File: src/rtl/i2s_pkg.sv
// Shared types and helpers for the I2S receive front end.
package i2s_pkg;

    typedef enum logic [1:0] {
        SYNC  = 2'd0,
        LEFT  = 2'd1,
        RIGHT = 2'd2
    } i2s_state_t;

    // Width able to hold the values 0..size inclusive (bit counter saturates at size).
    function automatic int cnt_w(input int size);
        return $clog2(size + 1);
    endfunction

endpackage

File: src/rtl/sync_2ff.sv
// Plain two-flop synchronizer bank for asynchronous single-bit inputs.
module sync_2ff #(
    parameter int width = 1
) (
    input  logic             clk,
    input  logic             rst_n,
    input  logic [width-1:0] d_i,
    output logic [width-1:0] q_o
);

    logic [width-1:0] meta_q;
    logic [width-1:0] sync_q;

    always_ff @(posedge clk or negedge rst_n) begin
        if (!rst_n) begin
            meta_q <= '0;
            sync_q <= '0;
        end else begin
            meta_q <= d_i;
            sync_q <= meta_q;
        end
    end

    assign q_o = sync_q;

endmodule

File: src/rtl/i2s_rx.sv
// I2S deserializer: recovers stereo sample pairs from the codec bit stream
// and strobes o_valid once per complete left+right frame while locked.
module i2s_rx
    import i2s_pkg::*;
#(
    parameter int size           = 16,
    parameter int timeout_cycles = 1024
) (
    input  logic            clk,
    input  logic            rst,
    input  logic            i_sclk,
    input  logic            i_lrck,
    input  logic            i_sdata,
    output logic [size-1:0] o_left,
    output logic [size-1:0] o_right,
    output logic            o_valid,
    output logic            o_err,
    output logic            o_locked
);

    localparam int CW = cnt_w(size);
    localparam int IW = $clog2(timeout_cycles + 1);
    localparam logic [CW-1:0] SIZE_C   = CW'(size);
    localparam logic [CW-1:0] MSB_POS  = CW'(size - 1);
    localparam logic [IW-1:0] IDLE_MAX = IW'(timeout_cycles);

    logic [2:0] sync_s;
    logic       sclk_s;
    logic       lrck_s;
    logic       sdata_s;

    sync_2ff #(.width(3)) u_sync (
        .clk   (clk),
        .rst_n (rst),
        .d_i   ({i_sclk, i_lrck, i_sdata}),
        .q_o   (sync_s)
    );

    assign sclk_s  = sync_s[2];
    assign lrck_s  = sync_s[1];
    assign sdata_s = sync_s[0];

    i2s_state_t      state_q, state_d;
    logic            sclk_prev_q;
    logic            lrck_prev_q, lrck_prev_d;
    logic            chan_q, chan_d;
    logic [CW-1:0]   bit_cnt_q, bit_cnt_d;
    logic [size-1:0] shreg_q, shreg_d;
    logic [IW-1:0]   idle_q, idle_d;
    logic [size-1:0] left_hold_q, left_hold_d;
    logic            left_short_q, left_short_d;
    logic [size-1:0] left_out_q, left_out_d;
    logic [size-1:0] right_out_q, right_out_d;
    logic            valid_q, valid_d;
    logic            err_q, err_d;

    logic            sclk_rise;
    logic            chan_new;
    logic            boundary;
    logic            slot_short;
    logic            timeout;
    logic [CW-1:0]   bit_pos;

    // A bit belongs to the channel LRCK showed on the previous SCLK rise,
    // which gives the one-bit I2S delay; a slot starts when that channel changes.
    always_comb begin
        sclk_rise  = sclk_s & ~sclk_prev_q;
        chan_new   = lrck_prev_q;
        boundary   = sclk_rise && (chan_new != chan_q);
        slot_short = (bit_cnt_q < SIZE_C);
        timeout    = (idle_q >= IDLE_MAX);
        bit_pos    = MSB_POS - bit_cnt_q;
    end

    always_comb begin
        lrck_prev_d = lrck_prev_q;
        chan_d      = chan_q;
        bit_cnt_d   = bit_cnt_q;
        shreg_d     = shreg_q;
        idle_d      = idle_q;

        if (sclk_rise) begin
            idle_d = '0;
        end else if (!timeout) begin
            idle_d = idle_q + 1'b1;
        end

        if (sclk_rise) begin
            lrck_prev_d = lrck_s;
            chan_d      = chan_new;
            if (boundary) begin
                shreg_d   = {sdata_s, {(size-1){1'b0}}};
                bit_cnt_d = CW'(1);
            end else if (slot_short) begin
                shreg_d   = shreg_q | ({{(size-1){1'b0}}, sdata_s} << bit_pos);
                bit_cnt_d = bit_cnt_q + 1'b1;
            end
        end
    end

    // Frame FSM; a timeout forces SYNC even on a cycle that is also a boundary.
    always_comb begin
        state_d      = state_q;
        left_hold_d  = left_hold_q;
        left_short_d = left_short_q;
        left_out_d   = left_out_q;
        right_out_d  = right_out_q;
        valid_d      = 1'b0;
        err_d        = 1'b0;

        if (timeout) begin
            state_d = SYNC;
        end else if (boundary) begin
            case (state_q)
                SYNC: begin
                    if (chan_q && !chan_new) begin
                        state_d = LEFT;
                    end
                end
                LEFT: begin
                    if (!chan_q && chan_new) begin
                        left_hold_d  = shreg_q;
                        left_short_d = slot_short;
                        state_d      = RIGHT;
                    end
                end
                RIGHT: begin
                    if (chan_q && !chan_new) begin
                        left_out_d  = left_hold_q;
                        right_out_d = shreg_q;
                        valid_d     = 1'b1;
                        err_d       = left_short_q | slot_short;
                        state_d     = LEFT;
                    end
                end
                default: state_d = SYNC;
            endcase
        end
    end

    always_ff @(posedge clk or negedge rst) begin
        if (!rst) begin
            state_q      <= SYNC;
            sclk_prev_q  <= 1'b0;
            lrck_prev_q  <= 1'b0;
            chan_q       <= 1'b0;
            bit_cnt_q    <= '0;
            shreg_q      <= '0;
            idle_q       <= '0;
            left_hold_q  <= '0;
            left_short_q <= 1'b0;
            left_out_q   <= '0;
            right_out_q  <= '0;
            valid_q      <= 1'b0;
            err_q        <= 1'b0;
        end else begin
            state_q      <= state_d;
            sclk_prev_q  <= sclk_s;
            lrck_prev_q  <= lrck_prev_d;
            chan_q       <= chan_d;
            bit_cnt_q    <= bit_cnt_d;
            shreg_q      <= shreg_d;
            idle_q       <= idle_d;
            left_hold_q  <= left_hold_d;
            left_short_q <= left_short_d;
            left_out_q   <= left_out_d;
            right_out_q  <= right_out_d;
            valid_q      <= valid_d;
            err_q        <= err_d;
        end
    end

    assign o_left   = left_out_q;
    assign o_right  = right_out_q;
    assign o_valid  = valid_q;
    assign o_err    = err_q;
    assign o_locked = (state_q != SYNC);

endmodule
File: config.mk
export PLATFORM = sky130hd
export DESIGN_NAME = i2s_rx
export DESIGN_NICKNAME = d
export VERILOG_FILES = /design/src/rtl/i2s_pkg.sv /design/src/rtl/sync_2ff.sv /design/src/rtl/i2s_rx.sv
export SDC_FILE = /design/constraint.sdc
export NUM_CORES = 1
export LEC_CHECK = 0
export CELL_PAD_IN_SITES_DETAIL_PLACEMENT = 1
export CELL_PAD_IN_SITES_GLOBAL_PLACEMENT = 1
export CORE_MARGIN = 2
export CORE_UTILIZATION = 40
export CTS_CLUSTER_DIAMETER = 50
export DETAILED_ROUTE_END_ITERATION = 8
export PLACE_DENSITY = 0.8
export REMOVE_ABC_BUFFERS = 1
export SLEW_MARGIN = 0
export SYNTH_ARGS = -nofsm -noshare
export SYNTH_HDL_FRONTEND = slang
export SYNTH_SLANG_ARGS = --single-unit
File: constraint.sdc
create_clock -name clk -period 3.73 [get_ports clk]
set_input_delay 0.5595 -clock clk [delete_from_list [all_inputs] [get_ports clk]]
set_output_delay 0.5595 -clock clk [all_outputs]
set_load 0.02 [all_outputs]
# Yosys cells after proc, flatten, opt, wreduce, memory -nomap -nowiden
# Index checks and enable logic that the tools add are counted.
dict set report word_totals {
  input_bits 5
  wordCells 65
  reg_bits 94
  out_inout_bits 35
}
dict set report op_classes {
  bitwise 5
  eq_ne 6
  n_reduce_logical 14
  addsub 3
  shift 1
  mux 19
  order_cmp 2
}
# cell n
set op_table {}
lappend op_table {{$mux 16} 2}
lappend op_table {{$mux 11} 2}
lappend op_table {{$or 16x16->16} 1}
lappend op_table {{$shl 1x5->16} 1}
lappend op_table {{$add 11x1->11 const B} 1}
lappend op_table {{$ge 11x11->1 const B} 1}
lappend op_table {{$mux 5} 2}
lappend op_table {{$mux 1} 8}
lappend op_table {{$mux 2} 4}
lappend op_table {{$reduce_and 4->1} 2}
lappend op_table {{$reduce_bool 2->1} 3}
lappend op_table {{$add 5x1->5 const B} 1}
lappend op_table {{$lt 5x5->1 const B} 1}
lappend op_table {{$sub 4x5->5 const A} 1}
lappend op_table {{$pmux 2 s2} 1}
lappend op_table {{$logic_and 1x1->1} 3}
lappend op_table {{$ne 3x1->1 const B} 1}
lappend op_table {{$ne 3x3->1 const B} 1}
lappend op_table {{$reduce_and 3->1} 1}
lappend op_table {{$eq 2x1->1 const B} 1}
lappend op_table {{$eq 2x2->1 const B} 1}
lappend op_table {{$logic_not 1->1} 2}
lappend op_table {{$logic_not 2->1} 1}
lappend op_table {{$ne 2x2->1 const B} 1}
lappend op_table {{6 further kinds} 7}

# Longest topological paths before layout
# Gate-level depths: netlist (run 1).
dict set report depth {
  word_depth 6
  mapped_depth 7
  ltp_nobuf 5
}

# Cells and area by module
# A second synthesis (run 1) with hierarchy kept.
dict set report hier_totals {
  cells_unflattened 289
  area_unflattened_um2 3827.4
}
# mod n_inst cells_each area_per_inst_um2 seq_area_each_um2
set modules_own_cells {}
lappend modules_own_cells {i2s_rx 1 283 3677.3 2202.1}
lappend modules_own_cells {sync_2ff 1 6 150.1 150.1}

# Worst setup path after synthesis (run 1)
# Ideal clock, no wire load.
dict set report synth_path {
  path_kind {register to register}
  from {register chan_q}
  to {register left_hold_q[10]}
  n_path_buf 2
  period_less_slack_ns 2.323
  path_stages_with_launch 8
  setup_ns 0.125
  t_required_ns 3.605
  slack_ns 1.407
  arrival_ns 2.198
  cell_sequence {dfrtp_1 > inv_1 > ha_1 > or3b_1 > buf_6 > nor4_4 > buf_6 > mux2_2}
}
dict set report synth_between {
  elab_chain_len 3
  word_cells_on_any_way 5
  cone_classes {eq/ne (1); reduce/logical (4)}
}
# element line
set synth_lines {}
lappend synth_lines {{start, declared} i2s_rx.sv:46} ;# logic chan_q, chan_d;
lappend synth_lines {{start signal, assigned} i2s_rx.sv:160} ;# chan_q <= chan_d;
lappend synth_lines {{$ne 1x1->1 / $logic_not 1->1 (equally long branches)} {i2s_rx.sv:69, i2s_rx.sv:121}}
lappend synth_lines {{$logic_and 1x1->1, on equally long branches} {i2s_rx.sv:69, i2s_rx.sv:121}}
lappend synth_lines {{$reduce_and 4->1 (no line) *} n/a}
lappend synth_lines {{end signal, assigned} i2s_rx.sv:164} ;# left_hold_q <= left_hold_d;
lappend synth_lines {{end, declared} i2s_rx.sv:50} ;# logic [size-1:0] left_hold_q, left_hold_d;
# Mark *: on every way between the ends. The rest lies on a longest branch, timed or not.
# A chain may end at the register's enable or synchronous reset.

# Final worst setup path (run 1)
dict set report layout_path {
  from {register chan_q}
  to {register left_hold_q[2]}
}
# Same word-level chain as after synthesis.

==> results of run 1 <==
cells by family (layout without fill, tap and decap cells):
kind of cell | after synthesis | in the layout | synth area share, %
flops | 94 | 94 | 62.60
simple gates | 74 | 74 | 10.69
mux | 51 | 51 | 15.18
compound gates | 41 | 41 | 6.427
buf+inv | 21 | 70 | 2.498
fa+ha+maj | 5 | 5 | 1.665
xor+xnor | 4 | 4 | 0.9326
placed cells by master, fill, tap and decap left out, types with 2 or more instances in the layout:
master | netlist | routed
sky130_fd_sc_hd__mux2_2 | 48 | 48
sky130_fd_sc_hd__nor2b_1 | 6 | 6
sky130_fd_sc_hd__nand4b_1 | 5 | 5
sky130_fd_sc_hd__inv_1 | 7 | 7
sky130_fd_sc_hd__inv_8 | 0 | 2
sky130_fd_sc_hd__a21oi_1 | 12 | 12
sky130_fd_sc_hd__nor2_1 | 19 | 19
sky130_fd_sc_hd__mux2i_1 | 3 | 3
sky130_fd_sc_hd__nand3_1 | 5 | 5
sky130_fd_sc_hd__dfrtp_1 | 94 | 94
sky130_fd_sc_hd__buf_4 | 0 | 9
sky130_fd_sc_hd__nand2b_1 | 2 | 2
sky130_fd_sc_hd__xor2_1 | 3 | 3
sky130_fd_sc_hd__or3_1 | 3 | 3
sky130_fd_sc_hd__clkbuf_8 | 0 | 9
sky130_fd_sc_hd__nor4bb_1 | 2 | 2
sky130_fd_sc_hd__ha_1 | 5 | 5
sky130_fd_sc_hd__or4_1 | 3 | 3
sky130_fd_sc_hd__bufinv_16 | 0 | 2
sky130_fd_sc_hd__clkinvlp_4 | 0 | 2
sky130_fd_sc_hd__o21ai_0 | 14 | 14
sky130_fd_sc_hd__o31ai_1 | 3 | 3
sky130_fd_sc_hd__a41oi_1 | 3 | 3
sky130_fd_sc_hd__a31oi_1 | 5 | 5
sky130_fd_sc_hd__clkdlybuf4s50_1 | 0 | 38
sky130_fd_sc_hd__nand2_1 | 21 | 21
state kept, by name, indices dropped and copies added (netlist names), 2 cells and up:
register	cells
state_q	2
o_left	16
idle_q	11
shreg_q	16
u_sync.meta_q	3
left_hold_q	16
u_sync.q_o	3
bit_cnt_q	5
o_right	16
metal layers:
metal,share of wire (%),up-vias
met4,1.3,0
met3,2.8,9
met2,50,35
met1,46,1212
met5,0,-
li1,-,1101
worst max path at each step:
stage / to / slack (ns) / cells past startpoint
6_report: left_hold_q[2]$_DFFE_PN0P_ / 0.98 / 6
5_1_grt: left_hold_q[2]$_DFFE_PN0P_ / 0.79 / 6
4_1_cts: left_hold_q[4]$_DFFE_PN0P_ / 0.96 / 6
3_5_place_dp: left_hold_q[12]$_DFFE_PN0P_ / 0.96 / 6
3_3_place_gp: left_hold_q[15]$_DFFE_PN0P_ / 1.05 / 6
2_1_floorplan: o_left[0]$_DFFE_PN0P_ / 0.37 / 5
where the power goes:
part,internal (W),switching (W)
Combinational,0.000137,0.000176
Sequential,0.00112,0.000121
Clock,0.000388,0.000390
layout make-up:
type,count,area [um2]
fill,973,4690
tap,111,138.9
inverter,7,26.28
sequential,94,2352
timing repair buffer,47,447.9
clock inverter,7,106.4
clock buffer,9,123.9
multi-input combinational,175,1311
worst max-delay path, stage by stage, from the launching register on:
cell and delay (ns):
sky130_fd_sc_hd__dfrtp_1 0.36, sky130_fd_sc_hd__inv_1 0.06, sky130_fd_sc_hd__ha_1 0.37, sky130_fd_sc_hd__or3b_1 0.67, sky130_fd_sc_hd__nor4_4 0.53, sky130_fd_sc_hd__buf_4 0.31
sky130_fd_sc_hd__mux2_2 0.36
metrics by stage:
step	area [um2]	setup slack, ns
after floorplan	3690	0.3655
after global placement	4277	1.052
after detailed placement	4277	0.9638
after CTS	4507	0.9618
after global routing	4507	0.7939
final	4507	0.9755
==> flow_summary.ini, run 1 <==
[worst_setup_path]
worst_ep_required_time_ns = 3.99
regToRegStartpoint = chan_q$_DFFE_PN0N_
type_of_the_worst_setup_path = reg -> reg
endpoint_kind = flop
worst_r2r_endpoint = left_hold_q[2]$_DFFE_PN0P_
worst_ep_arrival_time_ns = 3.01
crit_path_start_kind = flop
maximum_net_fanout_on_the_critical_path = 17
rrSetupSlack_ns = 0.98
critical_path.startpoint = chan_q$_DFFE_PN0N_
worstRegToRegCells = 6

[grt]
grt_pass1_wl_um = 13170
globalRouteOverflowTotal = 0
groute.layer.met3.usage_pct = 4.577
most_used_layer_global_route = met2
antenna_found_initial = 0
grtUsageMet2_pct = 27.03
grtUsageTotal_pct = 16.71
vias_in_the_first_global_route = 2595
pin_count_of_the_biggest_net_entering_global_routing = 41
global_route.usage.met1_pct = 21.79

[cells_and_area]
syn_to_final_growth_pct = 19.95
antenna_cells_inserted = 0
fin_cells = 450
nets = 344
final_core_util_pct = 49.01
layout-drive-gt1-share_pct = 22.12

[die]
io_pins = 40
initial_utilization_pct = 40.86
floorplan.die_area_um2 = 10180
die_x_um = 100.9
chipHeight_um = 100.9
site_row_count = 35
core_region_area_um2 = 9196

[route]
drt_drc_violations_left = 0
route.detailed.vias_per_inst = 5.238
wire_length_per_cell_after_detailed_routing_um = 16.86
drt_first_iter_violations = 69
detail_route.wirelength_um = 7586
routed-via-count = 2357
final_antenna_net_count = 0
dr.pass1.iters = 4

[synthesis]
seq_area_frac_synth_pct = 62.60
mean_syn_cell_area_um2 = 12.96
netlist_top_cells_area = sky130_fd_sc_hd__dfrtp_1 63%, sky130_fd_sc_hd__mux2_2 14%, sky130_fd_sc_hd__nand2_1 2.1%
summed_instance_area_of_the_synthesized_netlist_um2 = 3757
synth-async-reset-ratio_pct = 100.0
synthDominantAreaCellType = sky130_fd_sc_hd__dfrtp_1
yosys_register_bits = 94
yosys_most_used_dff = sky130_fd_sc_hd__dfrtp_1
synth.most_common_cell = sky130_fd_sc_hd__dfrtp_1
synth-edff-count = 0
synth.top_cell.area_share_pct = 62.60
synthTopCellsByCount = 94 x sky130_fd_sc_hd__dfrtp_1, 48 x sky130_fd_sc_hd__mux2_2, 21 x sky130_fd_sc_hd__nand2_1, 19 x sky130_fd_sc_hd__nor2_1, 14 x sky130_fd_sc_hd__o21ai_0
yosys_warnings = 0
yosysUniqueCellTypes = 36
synth_cells = 290

[worst_hold_path]
hold_path_class = in -> async

[clock_tree]
clk_path_buf_depth = 2
post-cts-setup-buffers = 0
tritoncts = built
tritoncts.num_buffers = 9
cts_num_sinks = 94
cts_hold_buffers = 0
cts_root_buf = sky130_fd_sc_hd__clkbuf_8
post_cts.resized_instances = 0
clkSlewWorstSetupHoldPaths_ns = 0.10
clk_latency_ns = 0.37
cts.htree.levels = 3

[pwr]
vdd_drop_max_mv = 0.1986
leakage_nw = 2.098
finalPower_w = 0.002329
p_per_area_nw_per_um2 = 516.8

[run_status]
outcome = finished clean

[timing]
period_share_pct = 73.85
final.hold.worst_slack_ns = 0.04105
min_period_ns = 2.755
final.setup_skew_ns = 0.008691
rsz0062_at_grt = false
finalSetupViolCount = 0
finalHoldViolCount = 0
finalSetupTns_ns = 0
fmax_ghz = 0.3630
report.final.slew_viol_count = 0
worst_margin_pin_slew_ns = 0.5793
relSlewSlack_pct = 60.85

[placed_design]
place.gp.congestion = 0.7850
port_buffers = 39
instance_count_after_placement_with_tap_cells_included = 434
dp_hpwl_um = 5171

[flow_run]
max_cap_viol_count = 0
Power figures use the tool's default switching activity.
==> run 2: changes to the inputs <==
==> constraint.sdc (replaced) <==
create_clock -name clk -period 2.68 [get_ports clk]
set_input_delay 0.402 -clock clk [delete_from_list [all_inputs] [get_ports clk]]
set_output_delay 0.402 -clock clk [all_outputs]
set_load 0.02 [all_outputs]
==> flow_summary.ini, run 2 (same netlist as run 1, synthesis figures left out) <==
[pwr]
power.switching_fraction_pct = 30.81
clkPwrFrac_pct = 29.6
power_switching_w = 0.0009469
p_int_w = 0.002127
vdd_drop_max_mv = 0.3262
p_seq_share_pct = 56.0
leakage_nw = 2.089
p_per_area_nw_per_um2 = 685.0
comb_power_share_pct = 14.4

[clock_tree]
post_cts.resized_instances = 0
post-cts-setup-buffers = 0
cts.htree.levels = 3
clk_path_buf_depth = 2
cts_root_buf = sky130_fd_sc_hd__clkbuf_8
cts_num_sinks = 94
clkSlewWorstSetupHoldPaths_ns = 0.10
tritoncts = built
tritoncts.num_buffers = 9
clk_latency_ns = 0.37
cts_hold_buffers = 0

[grt]
antenna_found_initial = 0
pin_count_of_the_biggest_net_entering_global_routing = 40
grt_pass1_wl_um = 12330
globalRouteOverflowTotal = 0
vias_in_the_first_global_route = 2519
grtUsageTotal_pct = 15.55

[run_status]
outcome = finished with violations
violations_in_the_final_reports = negative hold slack

[placed_design]
placed_area_um2 = 4297
dp_hpwl_um = 5113
port_buffers = 39
place.gp.congestion = 0.7398

[timing]
min_period_ns = 2.242
finalSetupViolCount = 0
report.final.slew_viol_count = 0
period_share_pct = 83.64
worst_margin_pin_slew_ns = 0.5028
fmax_ghz = 0.4461
final.hold.worst_slack_ns = -0.003846
relSlewSlack_pct = 66.02
final.setup_skew_ns = 0.01101
finalHoldViolCount = 2
rsz0062_at_grt = false
finalSetupTns_ns = 0

[cells_and_area]
layout-drive-gt1-share_pct = 22.35
most_frequent_cells_in_the_layout = 94 x sky130_fd_sc_hd__dfrtp_1, 48 x sky130_fd_sc_hd__mux2_2, 38 x sky130_fd_sc_hd__clkdlybuf4s50_1
multi_input_comb_area_um2 = 1311
nets = 345
register_area_um2 = 2352
final_common_cell = sky130_fd_sc_hd__dfrtp_1
syn_to_final_growth_pct = 19.41
final.fill_count = 989
antenna_cells_inserted = 0
stdcell_area_um2 = 4487

[worst_setup_path]
critical_path.startpoint = chan_q$_DFFE_PN0N_
endpoint_kind = flop
worst_r2r_endpoint = left_hold_q[1]$_DFFE_PN0P_
type_of_the_worst_setup_path = reg -> reg
crit_path_start_kind = flop
worstRegToRegCells = 6
rrSetupSlack_ns = 0.44
worst_ep_required_time_ns = 2.94
maximum_net_fanout_on_the_critical_path = 17
critical_path.endpoint = left_hold_q[1]$_DFFE_PN0P_
worst_ep_arrival_time_ns = 2.50
regToRegStartpoint = chan_q$_DFFE_PN0N_

[worst_hold_path]
hold_path_class = in -> async

[die]
core_region_area_um2 = 9196
chipHeight_um = 100.9
floorplan.die_area_um2 = 10180
initial_utilization_pct = 40.86
io_pins = 40
site_row_count = 35
die_x_um = 100.9

[route]
wire_length_per_cell_after_detailed_routing_um = 16.14
final_antenna_net_count = 0
routed-via-count = 2361
dr.pass1.iters = 4
drt_drc_violations_left = 0
detail_route.wirelength_um = 7280
route.detailed.vias_per_inst = 5.235
drt_first_iter_violations = 41

[flow_run]
max_cap_viol_count = 0
run 2: cell count changes in the layout (fill, tap and decap cells not counted):
cell                        change
sky130_fd_sc_hd__bufinv_16      -2
sky130_fd_sc_hd__buf_12         +1
sky130_fd_sc_hd__inv_8          -1
sky130_fd_sc_hd__clkbuf_8       +1
sky130_fd_sc_hd__inv_6          +2
run 2: routing by layer:
layer  up-vias  track usage, %  share of wire, %  wire [um]
met5         -               0                 0          0
met4         0           6.445               1.4        104
li1       1106               -                 -          -
met1      1201           20.05                47       3397
met2        44           26.00                49       3560
met3        10           2.705               3.0        217
run 2: worst min-delay path by stage:
stage / to / start / slack, ns / cells past startpoint
after floorplan: bit_cnt_q[0]$_DFFE_PN0P_ / rst / 0.11 / 0
after global placement: u_sync.q_o[2]$_DFF_PN0_ / u_sync.meta_q[2]$_DFF_PN0_ / 0.33 / 0
after detailed placement: u_sync.q_o[2]$_DFF_PN0_ / u_sync.meta_q[2]$_DFF_PN0_ / 0.34 / 0
after CTS: o_right[10]$_DFFE_PN0P_ / rst / 0.007 / 1
after global routing: o_right[10]$_DFFE_PN0P_ / rst / 0.02 / 1
final: o_right[10]$_DFFE_PN0P_ / rst / -0.004 / 1
run 2: per-stage QoR:
| stage | cells | setup slack (ns) | total power, W | hold WS [ns] | util [%] |
|---|---|---|---|---|---|
| floorplan | 276 | -0.6845 | 0.001982 | 0.1064 | - |
| finish | 451 | 0.4385 | 0.003073 | -0.003846 | 48.79 |
| global route | 451 | 0.3376 | 0.003242 | 0.01762 | 48.79 |
| detailed placement | 435 | 0.4271 | 0.002198 | 0.3427 | 46.72 |
| CTS | 451 | 0.4162 | 0.003111 | 0.006516 | 48.79 |
| global placement | 435 | 0.5049 | 0.002154 | 0.3332 | 46.72 |
run 2: power groups by stage:
stage	sequential [W]	clock, W	combinational, W
6_report	0.00172	0.000909	0.000444
5_1_grt	0.00175	0.000996	0.000500
4_1_cts	0.00172	0.000936	0.000453
3_5_place_dp	0.00175	0	0.000450
3_3_place_gp	0.00173	0	0.000420
2_1_floorplan	0.00170	0	0.000283
run 2: critical path, stage by stage, from the launching register on:
cell and delay (ns):
sky130_fd_sc_hd__dfrtp_1 0.36, sky130_fd_sc_hd__inv_1 0.06, sky130_fd_sc_hd__ha_1 0.37, sky130_fd_sc_hd__or3b_1 0.45, sky130_fd_sc_hd__nor4_4 0.21, sky130_fd_sc_hd__buf_4 0.29
sky130_fd_sc_hd__mux2_2 0.36
run 2: layout make-up:
type	count	share of cell area, %
repair buffers	48	10.43
multi-input cells	175	29.22
clock inverters	6	1.171
flip-flops and latches	94	52.43
well taps	111	3.095
clock buffers	10	3.067
inverters	7	0.5856
